File: src/rtl/competition_hazard_pkg.sv
// Shared defaults for the glitch-free enable/data status flag.
package competition_hazard_pkg;

  localparam int DEFAULT_SYNC_STAGES   = 2;
  localparam int DEFAULT_FILTER_CYCLES = 1;

endpackage

File: src/rtl/competition_hazard_sync_bit.sv
// Single-bit shift-chain synchronizer for an input that may be asynchronous to clk.
module sync_bit
  import competition_hazard_pkg::*;
#(
  parameter int STAGES = DEFAULT_SYNC_STAGES
) (
  input  logic clk,
  input  logic rstn,
  input  logic d,
  output logic q
);

  logic [STAGES-1:0] r_chain;

  always_ff @(posedge clk) begin
    if (rstn) begin
      r_chain <= '0;
    end else begin
      r_chain <= {r_chain[STAGES-2:0], d};
    end
  end

  assign q = r_chain[STAGES-1];

endmodule

File: src/rtl/competition_hazard.sv
// Registered, filtered replacement for a racy combinational (en & din_rvs) term.
// Note: rstn is an active-high synchronous reset despite its name.
module competition_hazard
  import competition_hazard_pkg::*;
#(
  parameter int SYNC_STAGES   = DEFAULT_SYNC_STAGES,
  parameter int FILTER_CYCLES = DEFAULT_FILTER_CYCLES
) (
  input  logic clk,
  input  logic rstn,
  input  logic en,
  input  logic din_rvs,
  output logic flag
);

  localparam int CW = $clog2(FILTER_CYCLES) + 1;
  localparam logic [CW-1:0] CNT_MAX = CW'(FILTER_CYCLES - 1);

  logic          w_enS;
  logic          w_dinS;
  logic          w_cond;
  logic [CW-1:0] r_cnt;
  logic          r_flag;

  generate
    if (SYNC_STAGES < 2) begin : g_badSync
      $error("competition_hazard: SYNC_STAGES must be >= 2");
    end
    if (FILTER_CYCLES < 1) begin : g_badFilter
      $error("competition_hazard: FILTER_CYCLES must be >= 1");
    end
  endgenerate

  sync_bit #(.STAGES(SYNC_STAGES)) u_syncEn (
    .clk (clk),
    .rstn(rstn),
    .d   (en),
    .q   (w_enS)
  );

  sync_bit #(.STAGES(SYNC_STAGES)) u_syncDin (
    .clk (clk),
    .rstn(rstn),
    .d   (din_rvs),
    .q   (w_dinS)
  );

  // Built only from synchronizer outputs so no input port reaches flag combinationally.
  assign w_cond = w_enS & w_dinS;

  always_ff @(posedge clk) begin
    if (rstn) begin
      r_cnt <= '0;
    end else if (!w_cond) begin
      r_cnt <= '0;
    end else if (r_cnt < CNT_MAX) begin
      r_cnt <= r_cnt + 1'b1;
    end
  end

  // Rises once cond has held FILTER_CYCLES cycles; falls immediately when cond drops.
  always_ff @(posedge clk) begin
    if (rstn) begin
      r_flag <= 1'b0;
    end else begin
      r_flag <= w_cond & (r_flag | (r_cnt == CNT_MAX));
    end
  end

  assign flag = r_flag;

endmodule

File: config.mk
export PLATFORM = sky130hd
export DESIGN_NAME = competition_hazard
export DESIGN_NICKNAME = d
export VERILOG_FILES = /design/src/rtl/competition_hazard_pkg.sv /design/src/rtl/competition_hazard_sync_bit.sv /design/src/rtl/competition_hazard.sv
export SDC_FILE = /design/constraint.sdc
export NUM_CORES = 1
export LEC_CHECK = 0
export CORE_AREA = 5 5 42 44
export DETAILED_ROUTE_END_ITERATION = 10
export DIE_AREA = 0 0 47 49
export PLACE_DENSITY = 0.37
export SLEW_MARGIN = 10
export SYNTH_ARGS = -nofsm -noshare
export SYNTH_HDL_FRONTEND = slang
export SYNTH_SLANG_ARGS = --single-unit
File: constraint.sdc
create_clock -name clk -period 0.8 [get_ports clk]
set_input_delay 0.16 -clock clk [delete_from_list [all_inputs] [get_ports clk]]
set_output_delay 0.16 -clock clk [all_outputs]
set_load 0.01 [all_outputs]
* Yosys cells after proc, flatten, opt, wreduce, memory -nomap -nowiden
Cells that the tools add are included.
Cells by class: add/subtract/negate cells 1, $lt $le $gt $ge 1, bitwise logic cells 5, reductions and logical operators 1
Operator list (number):
- 1-bit bitwise AND | 2
- 1-bit inverter | 2
- 2-bit OR reduction | 1
- 1-bit adder (second input constant) | 1
- 1-bit < comparator (second input constant) | 1
- 1-bit bitwise OR | 1
Storage, ports and cells: flip-flop bits (word level) 6, word-level logic and storage cells 12

* Logic depth before layout (Yosys ltp)
depth in word-level cells 3, depth in mapped cells 1, gate-level depth less buffers 1

* Modules after synthesis
From an unflattened synthesis, not the netlist that was laid out.
Second synthesis, totals: cell total of the unflattened synthesis 10, area total of the unflattened synthesis 133.9 um^2
By module, submodules not included:
- sync_bit | times used 2, cells an instance 4, area each 52.6 um^2, sequential area each 40.0 um^2
- competition_hazard | times used 1, cells an instance 2, area each 28.8 um^2, sequential area each 20.0 um^2

* Worst setup path after synthesis
No wires, ideal clock.
path type register to register, start reg u_syncEn.r_chain[1], end reg r_flag, in the netlist flag, arrival time 0.453 ns, path slack 0.230 ns, stages on the path, launching flop included 2, path buffers 0, cell sequence dfxtp_1 -> and3b_2
On the way: longest elaborated chain between the ends 2
RTL lines:
- start: declaration | RTL line competition_hazard_sync_bit.sv:13 | logic [STAGES-1:0] r_chain;
- start signal: assignment | RTL line competition_hazard_sync_bit.sv:19 | r_chain <= {r_chain[STAGES-2:0], d};
- 1-bit bitwise AND | RTL line competition_hazard.sv:49 | assign w_cond = w_enS & w_dinS;
- 1-bit bitwise AND | RTL line competition_hazard.sv:66 | r_flag <= w_cond & (r_flag | (r_cnt == CNT_MAX));
- end signal: assignment | RTL line competition_hazard.sv:66
- end: declaration | RTL line competition_hazard.sv:23 | logic r_flag;
Every way passes these cells. A chain may end at the register's enable or synchronous reset.

* Worst setup path after layout
start reg r_flag, in the netlist flag, end out flag
RTL lines:
- end: declaration | RTL line competition_hazard.sv:13 | output logic flag
No word-level cell between the ends.

==> flow_summary.ini <==
[cts]
cts_buffers = 3
insertion_delay_ps = 240
path_clk_slew_ps = 40
ctsHoldBuffers = 0
cts_tree = yes
clock-root-buffer = clkbuf_4
clock-sinks = 5
cts_max_level = 1
cts_buffer_depth = 2

[timing]
setup_slack_ps = -9.10
rsz0062_at_grt = true
max_slew.worst_pin.slew_ps = 138
skew_ps = 0.242
hold_viol = 0
max_freq_ghz = 1.24
slew_headroom = 0.908
setup_violations = 1
layout_worst_path_cycle_share = 1.01
slew_viol_final = 0
min_period_ps = 809

[floorplanning]
die_x_um = 47
dieArea_sq_um = 2300
initial_core_util = 0.104
die_y_um = 49
pin_count = 5
core_sq_um = 1400
rows = 14

[critical_path]
path_cells = buf_2
cp_slowest_cell = dfxtp_1
path_max_fanout = 1
max_stage_delay_ps = 290
cp.required_ps = 640
critPathLaunchType = register
cp_top_family = flip-flops
cp.buffers_inverters = 1
endpoint_kind = output pin
critical_path_class = reg2out
critPathArrivalTime_ps = 650

[place]
finalWeightedCongestion = 0.539
placed_cell_area_sq_um = 205
place_ws_ps = -225
io_buffers = 4

[job]
max_cap_violations = 0

[detailed_routing]
via_per_inst = 2.82
drc = 0
first_pass_iters = 2
ant_nets = 0
wire_per_inst_um = 6.71
drt_first_iter_violations = 1
dr_total_vias = 96
drt-total-wl_um = 228

[global_routing]
grt_pass1_wl_um = 455
grt_pass1_vias = 123
antenna_found_initial = 0
gr-total-overflow = 0
grt_max_degree = 6
grt_use_total = 0.0360

[synth]
synth_nets = 14
yosysSeqAreaShare = 0.690
syn_area_sq_um = 145
synth_cell_type_count = 3
syn_inst = 10
ys_warn_count = 0
ys_ff_latch = 5
avgSynthCellArea_sq_um = 14.5

[pwr]
p_leak_nw = 0.110
p_total_mw = 0.572
power_density_nw_per_um2 = 2500
max-vdd-ir-drop_uv = 665

[cells_and_area]
nets = 23
syn2layout_area_growth_pct = 57.8
antenna_cells = 0
design_area_sq_um = 229
n_fill_cell = 170
utilization = 0.163
drive_gt1_frac = 0.500

[outcome]
status = complete, but fails checks
violations = setup timing

[hold_path]
min_path_type = in2reg
## power by group
group / internal [mW] / switching, mW
logic: 0.0208 / 0.00533
registers: 0.260 / 0.00195
clock network: 0.188 / 0.0963
## cells in the mapped netlist
cell type / number / area share
and3b_2: 1 / 0.069
and2b_2: 4 / 0.24
dfxtp_1: 5 / 0.69
## path summary, 6_finish.rpt
path / from / end / slack, ps / cells past startpoint
hold reg to reg: u_syncEn.r_chain[0] / u_syncEn.r_chain[1] / 450 / 1
setup / recovery: flag / flag / -9 / 1
setup reg to reg: u_syncEn.r_chain[1] / flag / 210 / 1
hold / removal: rstn / u_syncEn.r_chain[1] / 310 / 2
## metrics by stage
step                      instances  hold slack [ps]  TNS, ps
after CTS                        34              450    -26.2
after detailed placement         30              440    -1290
after global placement           30              430    -1170
after floorplan                  10              302        0
after global routing             34              331    -59.3
final                            34              309    -9.10
## layer usage
| metal | vias to the layer above | part of all wire | GRT usage |
|---|---|---|---|
| li1 | 46 | - | - |
| met1 | 41 | 0.36 | 0.0221 |
| met2 | 7 | 0.39 | 0.0385 |
| met3 | 2 | 0.21 | 0.0554 |
| met4 | 0 | 0.026 | 0.0415 |
| met5 | - | 0 | 0 |
## area by class of cell
type / instances / area (sq um) / area share
tap: 16 / 20.0 / 0.0874
timing repair buffer: 4 / 37.5 / 0.164
multi-input combinational: 5 / 45.0 / 0.197
clock buffer: 4 / 26.3 / 0.115
sequential: 5 / 100 / 0.437
## what timing repair did
action,4_1_cts,5_1_grt
hold endpoints to repair,0,0
resized for setup,4,1
setup endpoints to repair,1,5
buffers inserted,0,0
## cells in the final DEF, fill, tap and decap left out
cell and count:
buf_2 1, and3b_2 1, clkdlybuf4s50_1 2, dfxtp_1 5, and2b_2 4, dlymetal6s2s_1 1
clkbuf_1 1, clkbuf_4 3
## state kept, by name (all words and copies together), names as in the netlist
name               cells
flag                   1
u_syncDin.r_chain      2
u_syncEn.r_chain       2
## cells by family (layout without fill, tap and decap cells)
family        Yosys count  after routing  synth area share
simple gates            5              5             0.310
buf+inv                 0              8                 0
flops                   5              5             0.690
No activity file was read; power rests on OpenSTA's default activity.
